===== config.mk =====
export PLATFORM = sky130hd
export DESIGN_NAME = oki_rom_arbiter
export DESIGN_NICKNAME = d
export VERILOG_FILES = /design/src/rtl/oki_rom_pkg.sv /design/src/rtl/oki_rom_cache.sv /design/src/rtl/oki_rom_arbiter.sv
export SDC_FILE = /design/constraint.sdc
export NUM_CORES = 1
export LEC_CHECK = 0
export ABC_AREA = 1
export BUFFER_PORTS_ARGS = -buffer_cell sky130_fd_sc_hd__buf_2
export CORE_AREA = 5 5 117 119
export DETAILED_ROUTE_END_ITERATION = 7
export DIE_AREA = 0 0 122 124
export GPL_TIMING_DRIVEN = 1
export PLACE_DENSITY = 0.77
export REMOVE_ABC_BUFFERS = 1
export SKIP_LAST_GASP = 1
export SLEW_MARGIN = 20
export SYNTH_ARGS = -nofsm -noshare
export SYNTH_HDL_FRONTEND = slang
export SYNTH_SLANG_ARGS = --single-unit

===== constraint.sdc =====
create_clock -name clock -period 2.7 [get_ports clock]
set_input_delay 0.405 -clock clock [delete_from_list [all_inputs] [get_ports clock]]
set_output_delay 0.405 -clock clock [all_outputs]
set_load 0.01 [all_outputs]

===== src/rtl/oki_rom_pkg.sv =====
// Shared types for the dual-OKIM6295 sound-ROM arbiter: bank pages, chip
// addresses, arbiter states and the bank-page address splice.
package oki_rom_pkg;

   localparam int NUM_CHIPS = 2;

   typedef logic [4:0]  bank_t;
   typedef logic [17:0] oki_addr_t;

   typedef enum logic [1:0] {
      IDLE,
      REQ,
      WAIT
   } arb_state_t;

   // The top two chip address bits pick a slot; that slot's page replaces them.
   function automatic logic [20:0] page_addr(input bank_t bank, input oki_addr_t addr);
      return {bank, addr[15:0]};
   endfunction

endpackage


===== src/rtl/oki_rom_cache.sv =====
// One-entry read cache for a single OKI chip: holds the last fetched byte and
// reports a hit while the chip keeps presenting the same address.
module oki_rom_cache
   import oki_rom_pkg::*;
(
   input  logic       clock,
   input  logic       reset_n,
   input  oki_addr_t  rd_addr,
   input  logic       fill,
   input  oki_addr_t  fill_tag,
   input  logic [7:0] fill_data,
   input  logic       fill_keep,
   input  logic       inval,
   output logic [7:0] dout,
   output logic       valid
);

   oki_addr_t  tag;
   logic [7:0] data;
   logic       vld;

   // An invalidate on the same edge as a fill must win, so the entry is
   // written but left unusable.
   always_ff @(posedge clock or negedge reset_n) begin
      if (!reset_n) begin
         tag  <= '0;
         data <= '0;
         vld  <= 1'b0;
      end else begin
         if (fill) begin
            tag  <= fill_tag;
            data <= fill_data;
         end
         if (inval) begin
            vld <= 1'b0;
         end else if (fill) begin
            vld <= fill_keep;
         end
      end
   end

   assign valid = vld && (tag == rd_addr);
   assign dout  = data;

endmodule


===== src/rtl/oki_rom_arbiter.sv =====
// Shares one sound-ROM read port between two OKIM6295 chips, with NMK112-style
// per-chip bank switching and a one-entry read cache per chip.
module oki_rom_arbiter
   import oki_rom_pkg::*;
#(
   parameter int                    ADDR_WIDTH   = 24,
   parameter logic [ADDR_WIDTH-1:0] CHIP0_OFFSET = '0,
   parameter logic [ADDR_WIDTH-1:0] CHIP1_OFFSET = ADDR_WIDTH'(24'h200000)
) (
   input  logic                  clock,
   input  logic                  reset_n,
   input  logic [17:0]           oki0_rom_addr,
   output logic [7:0]            oki0_rom_dout,
   output logic                  oki0_rom_valid,
   input  logic [17:0]           oki1_rom_addr,
   output logic [7:0]            oki1_rom_dout,
   output logic                  oki1_rom_valid,
   input  logic                  bank_wr,
   input  logic [2:0]            bank_sel,
   input  logic [4:0]            bank_data,
   output logic                  mem_rd,
   output logic [ADDR_WIDTH-1:0] mem_addr,
   input  logic                  mem_waitreq,
   input  logic                  mem_valid,
   input  logic [7:0]            mem_dout
);

   arb_state_t            state;
   arb_state_t            state_next;
   bank_t                 bank [NUM_CHIPS][4];
   oki_addr_t             chip_addr [NUM_CHIPS];
   logic [ADDR_WIDTH-1:0] chip_offset [NUM_CHIPS];
   logic [ADDR_WIDTH-1:0] phys [NUM_CHIPS];
   logic [7:0]            cache_dout [NUM_CHIPS];
   logic [NUM_CHIPS-1:0]  cache_hit;
   logic [NUM_CHIPS-1:0]  in_flight;
   logic [NUM_CHIPS-1:0]  miss;
   logic [NUM_CHIPS-1:0]  fill_en;
   logic [NUM_CHIPS-1:0]  inval_en;
   oki_addr_t             tag_req;
   logic                  gnt_chip;
   logic                  rr_chip;
   logic                  drop;
   logic                  grant;
   logic                  grant_chip;
   logic                  accept;
   logic                  fill_fire;

   assign chip_addr[0]   = oki0_rom_addr;
   assign chip_addr[1]   = oki1_rom_addr;
   assign chip_offset[0] = CHIP0_OFFSET;
   assign chip_offset[1] = CHIP1_OFFSET;

   // Physical byte address each chip would fetch right now.
   always_comb begin
      for (int n = 0; n < NUM_CHIPS; n++) begin
         phys[n] = chip_offset[n]
                 + ADDR_WIDTH'(page_addr(bank[n][chip_addr[n][17:16]], chip_addr[n]));
      end
   end

   always_comb begin
      for (int n = 0; n < NUM_CHIPS; n++) begin
         in_flight[n] = (state != IDLE) && (gnt_chip == 1'(n));
         miss[n]      = !cache_hit[n] && !in_flight[n];
         fill_en[n]   = fill_fire && (gnt_chip == 1'(n));
         inval_en[n]  = bank_wr && (bank_sel[2] == 1'(n));
      end
   end

   always_ff @(posedge clock or negedge reset_n) begin
      if (!reset_n) begin
         state <= IDLE;
      end else begin
         state <= state_next;
      end
   end

   // rr_chip names the chip that wins the next contested grant.
   always_comb begin
      state_next = state;
      grant      = 1'b0;
      grant_chip = rr_chip;
      accept     = 1'b0;
      fill_fire  = 1'b0;
      case (state)
         IDLE: begin
            if (|miss) begin
               grant      = 1'b1;
               grant_chip = (&miss) ? rr_chip : miss[1];
               state_next = REQ;
            end
         end
         REQ: begin
            if (!mem_waitreq) begin
               accept     = 1'b1;
               state_next = WAIT;
            end
         end
         WAIT: begin
            if (mem_valid) begin
               fill_fire  = 1'b1;
               state_next = IDLE;
            end
         end
         default: state_next = IDLE;
      endcase
   end

   // A bank write to the chip being fetched (or granted on this very edge)
   // poisons the fetch, since its address came from the old mapping.
   always_ff @(posedge clock or negedge reset_n) begin
      if (!reset_n) begin
         gnt_chip <= 1'b0;
         rr_chip  <= 1'b0;
         tag_req  <= '0;
         mem_rd   <= 1'b0;
         mem_addr <= '0;
         drop     <= 1'b0;
      end else begin
         if (grant) begin
            gnt_chip <= grant_chip;
            tag_req  <= chip_addr[grant_chip];
            mem_addr <= phys[grant_chip];
            mem_rd   <= 1'b1;
            if (&miss) begin
               rr_chip <= ~grant_chip;
            end
         end
         if (accept) begin
            mem_rd <= 1'b0;
         end
         if (fill_fire) begin
            drop <= 1'b0;
         end else if (bank_wr &&
                      ((grant && (bank_sel[2] == grant_chip)) ||
                       ((state != IDLE) && (bank_sel[2] == gnt_chip)))) begin
            drop <= 1'b1;
         end
      end
   end

   always_ff @(posedge clock or negedge reset_n) begin
      if (!reset_n) begin
         for (int c = 0; c < NUM_CHIPS; c++) begin
            for (int s = 0; s < 4; s++) begin
               bank[c][s] <= bank_t'(s);
            end
         end
      end else if (bank_wr) begin
         bank[bank_sel[2]][bank_sel[1:0]] <= bank_data;
      end
   end

   for (genvar n = 0; n < NUM_CHIPS; n++) begin : g_cache
      oki_rom_cache u_cache (
         .clock     (clock),
         .reset_n   (reset_n),
         .rd_addr   (chip_addr[n]),
         .fill      (fill_en[n]),
         .fill_tag  (tag_req),
         .fill_data (mem_dout),
         .fill_keep (!drop),
         .inval     (inval_en[n]),
         .dout      (cache_dout[n]),
         .valid     (cache_hit[n])
      );
   end

   assign oki0_rom_dout  = cache_dout[0];
   assign oki0_rom_valid = cache_hit[0];
   assign oki1_rom_dout  = cache_dout[1];
   assign oki1_rom_valid = cache_hit[1];

endmodule

======== Word level (Yosys, flattened, before mapping) ========
Index checks and enable logic that the tools add are counted.
cells by class
  $add $sub $neg .......................... 1
  $lt $le $gt $ge ......................... 7
  equal/unequal tests ..................... 9
  mux-type cells .......................... 38
  bitwise logic cells ..................... 8
  reductions and logical operators ........ 31
operator list
  kind                                                                          count
  18-bit 2-to-1 mux                                                             3
  24-bit 2-to-1 mux                                                             2
  40-bit bitwise mux                                                            1
  18-bit == test                                                                2
  5-bit 2-to-1 mux                                                              5
  22-bit by 21-bit adder with 23-bit output, first input constant               1
  23-bit 2-to-1 mux                                                             1
  5-bit binary-select mux with 2-bit select                                     2
  20-bit demux with 1-bit select                                                1
  20-bit 2-to-1 mux                                                             1
  1-bit 2-to-1 mux                                                              17
  1-bit logical AND                                                             15
  5-bit demux with 2-bit select                                                 1
  2-bit nonzero test                                                            5
  3-bit greater-or-equal comparator, second input constant                      3
  2-bit inverter with 3-bit output                                              3
  2-bit 2-to-1 mux                                                              3
  2-bit inequality test, second input constant                                  3
  2-bit case mux with 3 select lines                                            1
  3-bit AND reduction                                                           2
  1-bit zero test                                                               5
  2-bit greater-or-equal comparator, second input constant                      2
  1-bit inverter with 2-bit output                                              2
  3-bit by 1-bit less-than comparator with 1-bit output, second input constant  1
  other kinds (9)                                                               12
word-level totals
  bits in registers ....................... 142
  bits of input ports ..................... 57
  output and inout bits ................... 43
  word-level logic and storage cells ...... 115

======== Depth between registers and ports, before layout ========
Gate-level depths: netlist of the first run.
  word-level depth ........................ 14
  depth in mapped cells ................... 16
  gate-level depth less buffers ........... 15

======== By module ========
Synthesis of the first run repeated with hierarchy kept, for this count alone.
second synthesis, totals
  cell total of the unflattened synthesis .. 765
  area total of the unflattened synthesis .. 5970.7 µm²
modules (own cells, without submodules)
  module           times used  cells each  area each (µm²)  seq. area each (µm²)
  oki_rom_arbiter  1           383         3258.1           1736.7
  oki_rom_cache    2           191         1356.3           675.6

======== Worst setup path before layout of the first run ========
Ideal clock, no wire load.
  kind .................................... input port to output port
  from .................................... in oki1_rom_addr[8]
  to ...................................... out oki1_rom_valid
  arrival ................................. 1366 ps
  path slack .............................. 929 ps
  cell stages on the path ................. 5
  cells stage by stage .................... inv_1 -> nand2_1 -> nand2_1 -> or4_1 -> nor4_1
on the way
  longest elaborated chain between the ends .. 2
ends and longest elaborated chain
  item               line                   text
  start, declared    oki_rom_arbiter.sv:15  input logic [17:0] oki1_rom_addr,
  18-bit == test     oki_rom_cache.sv:42    assign valid = vld && (tag == rd_addr);
  1-bit logical AND  oki_rom_cache.sv:42
  end, declared      oki_rom_arbiter.sv:17  output logic oki1_rom_valid,
Every way passes these cells.

======== Final worst setup path of the first run ========
  from .................................... reg g_cache[1].u_cache.tag[5]
  to ...................................... out oki1_rom_valid
on the way
  longest elaborated chain between the ends .. 2
ends and longest elaborated chain
  item                    line                 text
  start, declared         oki_rom_cache.sv:18  oki_addr_t tag;
  start signal, assigned  oki_rom_cache.sv:31  tag <= fill_tag;
  18-bit == test          oki_rom_cache.sv:42
  1-bit logical AND       oki_rom_cache.sv:42
Every way passes these cells.

==> results of run 1 <==
## critical path: stages, from the launching register on
cell     delay, ns
dfrtp_1       0.37
inv_1         0.05
nand2_1       0.10
o21ai_0       0.09
or4_1         0.47
nor4_1        0.38
buf_2         0.23
## cell families after synthesis
logic type / count (synthesis)
AOI/OAI and AO/OA: 191
xor gates and xnor gates: 13
buffers and inverters: 143
DFF: 123
other: 1
and+or+nand+nor: 305
## synthesized netlist by cell type (all sizes together)
master,instances
a21oi,36
and3,1
buf,30
clkbuf,13
clkinv,2
conb,1
dfrtp,115
dfstp,8
inv,98
nand2,205
nand3,15
nand3b,1
nand4,9
nor2,64
nor3,5
nor4,1
o211ai,5
o21ai,138
o221ai,5
o22ai,7
or2,3
or4,1
xnor2,3
xor2,10
## metrics by stage
| stage | instance area (um^2) | hold slack (ns) | util (%) | power, mW |
|---|---|---|---|---|
| after floorplan | 5890 | 0.109 | - | 4.85 |
| after global placement | 6670 | 0.434 | 53.5 | 5.81 |
| after detailed placement | 6670 | 0.438 | 53.5 | 5.91 |
| after CTS | 7310 | 0.186 | 58.6 | 8.33 |
| after global routing | 7310 | 0.192 | 58.6 | 8.90 |
| final | 7310 | 0.203 | 58.6 | 8.30 |
## placed cells by master, fill, tap and decap left out, types with 5 or more instances in the layout
cell        synthesis  layout
o21ai_0           120     120
inv_2               5       5
clkinvlp_4          0       5
clkbuf_16           0      17
dfrtp_1           115     115
nand4_1             9       9
dfstp_2             8       8
buf_2               5      96
inv_1              92      92
o22ai_1             7       7
nor3_1              5       5
nand3_1            15      15
o21ai_1            11      11
a21oi_1            28      28
buf_4              22      12
o211ai_1            5       5
xor2_1             10      10
nor2_1             64      64
o21ai_2             7       7
nand2_1           200     200
a21oi_2             8       8
## power groups by stage
stage / registers [mW] / logic, mW / clock network (mW)
after CTS: 3.04 / 2.88 / 2.41
after floorplan: 3.10 / 1.75 / 0
after global routing: 3.13 / 3.26 / 2.50
after detailed placement: 3.06 / 2.85 / 0
after global placement: 3.04 / 2.77 / 0
final: 3.05 / 2.87 / 2.38
## routing by layer
layer	global-route usage [%]	wire [um]	part of all wire, %
met3	5.27	975	6.1
met4	8.47	384	2.4
met5	0	0	0
met1	28.3	7030	44
met2	37.2	7570	47
## how the worst min path moves through the flow
| stage | slack, ns | from | cells past startpoint | to |
|---|---|---|---|---|
| detailed placement | 0.44 | reset_n | 1 | g_cache[1].u_cache.tag[2] |
| global route | 0.19 | mem_waitreq | 2 | state[1] |
| CTS | 0.19 | mem_waitreq | 2 | state[1] |
| floorplan | 0.11 | reset_n | 0 | bank[11] |
| finish | 0.20 | mem_waitreq | 2 | state[1] |
| global placement | 0.43 | drop | 1 | g_cache[0].u_cache.vld |
## sequential cells by signal (all words and copies together) (netlist names)
name                  count
mem_rd                    1
mem_addr                  6
g_cache.u_cache.dout     16
tag_req                  18
rr_chip                   1
bank                     40
state                     2
g_cache.u_cache.tag      36
drop                      1
g_cache.u_cache.vld       2
## final cells by class
type | instances | share of cell area (%)
flip-flops and latches | 123 | 42.3
multi-input cells | 511 | 33.1
repair buffers | 109 | 7.94
clock buffers | 17 | 5.82
inverters | 100 | 5.17
well taps | 172 | 2.94
clock inverters | 15 | 2.72
==> summary.txt, run 1 <==
Power and ir drop
  – Internal: 5.16 mW
  – Power density over cell area: 1140 mW/mm^2
  – Clk pwr share: 28.7%
  – Sw Pwr: 3.13 mW
  – Peak VDD IR: around 610 uV
  – Switching portion of total power: 37.8%
  – Combinational Power Share: 34.6%
  – Reg power frac: 36.7%
  – Lkg Pwr: 3.73 nW

Cells and area
  – Diode count: 0
  – Multi-input logic area: 0.00242 mm^2
  – Fin cells: 1,047
  – Register area: 0.00309 mm^2
  – P&R area growth vs syn: 18.7%
  – Layout cells sized above 1: 20.3%
  – Fill cells: 1,163
  – Nets: 919

Global routing
  – First-pass GRT wire length: 25.9 mm
  – Global Route Usage Sum: 22.3%
  – Vias in the first global route: 5,252
  – Antenna violations before repair: 0
  – Largest net degree at the start of global routing: 55
  – GRT overflow: 0

Critical path
  – Worst R2R Start: g_cache[0].u_cache.tag[6]
  – Critical path class: flop to output pin
  – Setup crit end kind: output pin
  – R2R Setup Slk: approximately 0.46 ns
  – CP required: 2.30 ns
  – Crit-path max FO: 3
  – Worst Setup SP: g_cache[1].u_cache.tag[5]
  – Startpoint types: flop
  – R2R cell count: 12
  – R2r endpoint: tag_req[5]
  – Arrival time of the worst setup path: 2.11 ns
  – Worst setup endpoint: oki1_rom_valid

Synthesis
  – Syn avg cell area: 7.93 um^2
  – Post-synthesis sequential area ratio: between 50% and 60%
  – Post-Synth Adder-Cell Area: 0%
  – Compound-cell area share of the yosys netlist: between 10% and 20%
  – Netlist area before placement: between 0.006 and 0.007 mm^2
  – Synth top area cells: dfrtp_1 47%, nand2_1 12%, o21ai_0 9.8%, inv_1 5.6%, nor2_1 3.9%
  – Post-synthesis xor/xnor area fraction: 1.85%
  – Synth area leader: dfrtp_1
  – Simple-Gate Fraction of Synth Area: 20.0%
  – Synthesized instance count: between 700 and 800
  – Yosys cell types: 35
  – Main combinational cell family by area after synthesis: simple AND/OR/NAND/NOR gates
  – YS warnings: 0
  – Mux share of post-synthesis cell area: 0%
  – Synthesized flop and latch total: 123
  – Post-synth top area share: 46.7%

Die
  – Full die area: approximately 0.015 mm^2
  – Initial Util: 49.4%
  – Die Width: between 100 and 150 um
  – # IOs: 100
  – Rows: 41
  – Die Span Y: 124 um
  – Core ar.: 0.0125 mm^2

Placed design
  – Post-Place Cells: approximately 1,000
  – RePlAce Congestion: 0.902
  – Post-detail-place hpwl: between 10 and 15 mm
  – DP Worst Slack: between 0.3 and 0.4 ns
  – IO Port Bufs: 97

Clocking
  – CTS tree: done
  – Worst-skew pair later-pin latency: between 0.4 and 0.5 ns
  – CTS sink count: 123
  – Post-CTS Hold Buffers: 1
  – Root buffer cell: clkbuf_16
  – Htree depth: 4
  – Post-CTS setup buffers: 0
  – Max clock buf depth: 2
  – Cts repair resizes: 0
  – Num CTS Buffers: 17
  – CTS clock-pin slew for the worst setup and hold paths: 0.06 ns

Timing
  – Max Clock Freq: 0.397 GHz
  – RSZ-0062 raised after global routing: false
  – Slew headroom: roughly three fifths
  – Slew at the pin closest to its max-slew limit: between 0.5 and 0.6 ns
  – Final min period: 2.52 ns
  – Slew Viols, Final: 0
  – Final setup fails: 0
  – Fin crit share: 93.3%
  – Final hold violations: 0
  – Slack of the critical path: about 0.18 ns
  – Setup_tns: 0 ns
  – Setup Skew: roughly 0.0043 ns

Routing
  – Via count: 5,360
  – Drt total wl: 16.0 mm
  – Post-DR vias/cell: 5.12
  – Final ANT Viol Nets: 0
  – DRT iter0 DRCs: 384
  – Avg WL per Cell: 15.2 um
  – DR pass1 iterations: 5
  – DRC errors left: 0

Min path
  – Worst hold path type: primary input to flop

Job
  – Max-cap violation count: 0

Run status
  – Status: finished, final reports clean
Note: power is estimated with default switching activity, not from simulation.
==> inputs of run 2 (changes only) <==
Settings changed: CORE_AREA 5 5 117 119 to 5 5 116 118, DIE_AREA 0 0 122 124 to 0 0 121 123, SYNTH_HIERARCHICAL set to 1.
==> summary.txt, run 2 <==
Synthesis
  – Synth top area cells: dfrtp_1 48%, nand2_1 19%, o21ai_0 6.5%, inv_1 5.4%, dfstp_2 3.5%
  – Syn avg cell area: 7.80 um^2 (-1.6%)
  – Synthesized instance count: 765 (-1.4%)
  – YS warnings: 6 (+6)
  – Yosys cell types: 32 (-8.6%)
  – Post-synthesis sequential area ratio: 51.7% (+1.6 points)
  – Synth area leader: dfrtp_1
  – Top cells by count, synth: 295 x nand2_1, 115 x dfrtp_1, 86 x inv_1
  – Share of flip-flops with an asynchronous set or reset: 100% (unchanged)
  – Synthesized flop and latch total: 123 (unchanged)
  – Number of flops mapped to enable cells by yosys: 0 (unchanged)
  – Most frequent cell after synthesis: nand2_1
  – Netlist area before placement: 0.00597 mm^2 (-3.0%)
  – Post-synth top area share: 48.2% (+1.5 points)
  – Main synth FF type: dfrtp_1

Die
  – Initial Util: 48.3% (-1.1 points)
  – Rows: 41 (unchanged)
  – Die Width: 121 um (-0.82%)
  – Full die area: 0.0149 mm^2 (-1.6%)
  – Core ar.: 0.0124 mm^2 (-0.82%)
  – Die Span Y: 123 um (-0.81%)
  – # IOs: 100 (unchanged)

Clocking
  – Max clock buf depth: 2 (unchanged)
  – Root buffer cell: clkbuf_16
  – Worst-skew pair later-pin latency: 0.42 ns (about the same)
  – Num CTS Buffers: 17 (unchanged)
  – CTS sink count: 123 (unchanged)
  – Cts repair resizes: 0 (unchanged)
  – CTS clock-pin slew for the worst setup and hold paths: 0.06 ns (about the same)
  – CTS tree: done
  – Htree depth: 4 (unchanged)

Routing
  – Via count: 5,057 (-5.7%)
  – DRT iter0 DRCs: 414 (+7.8%)
  – DR pass1 iterations: 5 (unchanged)
  – Avg WL per Cell: 14.3 um (-6.1%)
  – DRC errors left: 0 (unchanged)
  – Drt total wl: 14.8 mm (-7.4%)
  – Final ANT Viol Nets: 0 (unchanged)
  – Post-DR vias/cell: 4.90 (-4.4%)

Cells and area
  – Diode count: 0 (unchanged)
  – Most common cell after layout, fill and taps aside: nand2_1
  – Fin cells: 1,033 (-1.3%)
  – Top Registers: bank: 40 flops, g_cache.u_cache/tag: 36 flops, tag_req: 18 flops
  – Nets: 906 (-1.4%)
  – P&R area growth vs syn: 19.3%
  – Commonest non-fill, non-tap cells in the layout: 295 x nand2_1, 115 x dfrtp_1, 96 x buf_2
  – Layout cells sized above 1: 19.5% (-0.83 points)
  – Post-route cell area: 0.00712 mm^2 (-2.6%)
  – Most flops, register: bank
  – Util after Layout: 57.6% (-1.0 points)
  – Max FFs per register: 40 (unchanged)

Timing
  – Final min period: 2.24 ns (-0.282 ns)
  – Max Clock Freq: 0.447 GHz (+13%)
  – Setup Skew: 0.00498 ns (+0.000681 ns)
  – Slew at the pin closest to its max-slew limit: 0.545 ns (-0.0456 ns)
  – Final setup fails: 0 (unchanged)
  – Slew Viols, Final: 0 (unchanged)
  – RSZ-0062 raised after global routing: false
  – Slew headroom: 63.7% (+3.0 points)
  – Setup_tns: 0 ns (unchanged)
  – Fin crit share: 82.8% (-10 points)
  – Final hold violations: 0 (unchanged)

Critical path
  – Startpoint types: flop
  – R2R cell count: 12 (unchanged)
  – Worst R2R Start: g_cache[1].u_cache/tag[6]
  – Worst Setup SP: g_cache[1].u_cache/tag[6]
  – R2R Setup Slk: 0.51 ns (+0.05 ns)
  – Worst setup endpoint: oki1_rom_valid
  – Arrival time of the worst setup path: 1.83 ns (-0.28 ns)
  – Crit-path max FO: 3 (unchanged)
  – Critical path class: flop to output pin
  – R2r endpoint: tag_req[17]
  – Setup crit end kind: output pin
  – CP required: 2.30 ns (about the same)

Min path
  – Hold Startpoint: mem_dout[4]
  – Worst hold path type: primary input to flop

Power and ir drop
  – Lkg Pwr: 3.73 nW (about the same)
  – Power density over cell area: 1090 mW/mm^2 (-4.4%)
  – Post-route total power: 7.73 mW (-6.8%)
  – Peak VDD IR: 550 uV (-10%)

Global routing
  – GRT overflow: 0 (unchanged)
  – Largest net degree at the start of global routing: 77 (+40%)
  – First-pass GRT wire length: 24.5 mm (-5.4%)
  – Antenna violations before repair: 0 (unchanged)
  – Global Route Usage Sum: 21.3% (-0.97 points)
  – Vias in the first global route: 4,941 (-5.9%)

Placed design
  – IO Port Bufs: 97 (unchanged)
  – RePlAce Congestion: 0.795 (-12%)
  – Placed cell areas: 0.00647 mm^2 (-3.0%)
  – Post-detail-place hpwl: 10.3 mm (-11%)
  – Post-Place Cells: 1,001 (-1.3%)

Run status
  – Status: finished, final reports clean

Job
  – Max-cap violation count: 0 (unchanged)
==> run 2: changes by cell type after synthesis, sizes merged, moves of 2 or more <==
cell	before	now
nand2	205	301
o21ai	138	89
nor2	64	38
a21oi	36	16
nand3	15	34
clkbuf	13	0
buf	30	41
nand4	9	0
xor2	10	3
inv	98	93
o221ai	5	2
a21boi	0	2
o211ai	5	3
o22ai	7	5
==> run 2: worst min-delay path by stage <==
stage,endpoint,slack [ns],cells past startpoint
5_1_grt,g_cache[1].u_cache/dout[4],0.20,3
6_report,g_cache[1].u_cache/dout[4],0.20,3
3_5_place_dp,g_cache[0].u_cache/tag[7],0.23,1
2_1_floorplan,bank[11],0.11,0
4_1_cts,g_cache[1].u_cache/dout[4],0.18,3
3_3_place_gp,g_cache[0].u_cache/tag[7],0.23,1
==> run 2: cell families after synthesis <==
kind of cell | after synthesis | share of synthesized area, %
xor gates and xnor gates | 7 | 1.03
AOI/OAI and AO/OA | 118 | 10.8
buffers and inverters | 136 | 10.6
other | 1 | 0.0628
DFF | 123 | 51.7
and+or+nand+nor | 380 | 25.8
==> run 2: metal layers <==
layer	GRT usage [%]	routed length, um	vias to the layer above
li1	-	-	2521
met1	28.6	6520	2377
met2	33.4	7120	142
met3	5.72	949	17
met4	8.00	201	0
met5	0	0	-
==> run 2: timing repair <==
item / CTS / global route
hold buffers: 1 / 0
setup buffers: 0 / 0
hold endpoints to repair: 5 / 0
==> run 2: power breakdown <==
part           leakage (nW)  internal (mW)  switching [mW]  total, mW
sequential             1.51           2.57           0.459       3.03
clock                 0.321           1.64           0.788       2.43
combinational          1.90          0.854            1.42       2.27
total                  3.73           5.06            2.67       7.73
==> run 2: critical path: stages (launching register included) <==
cell and delay (ns):
dfrtp_1 0.37, inv_1 0.06, nand2_1 0.05, nand2_1 0.05
nand2_1 0.06, nor2_1 0.19, nand3_1 0.10, nor2_1 0.30
buf_2 0.22
==> run 2: final cells by class <==
cell class / instances / area [um^2]
Clock buffer: 25 / 536
Tap cell: 172 / 215
Multi-Input combinational cell: 507 / 2260
Inverter: 95 / 357
Sequential cell: 123 / 3090
Fill cell: 1141 / 5240
Timing Repair Buffer: 105 / 563
Clock inverter: 6 / 105
==> run 2: stage by stage <==
stage               hold slack [ns]  setup WS (ns)
floorplan                     0.109        -0.0537
global placement              0.230          0.406
global route                  0.199          0.290
CTS                           0.178          0.437
detailed placement            0.232          0.347
finish                        0.198          0.464
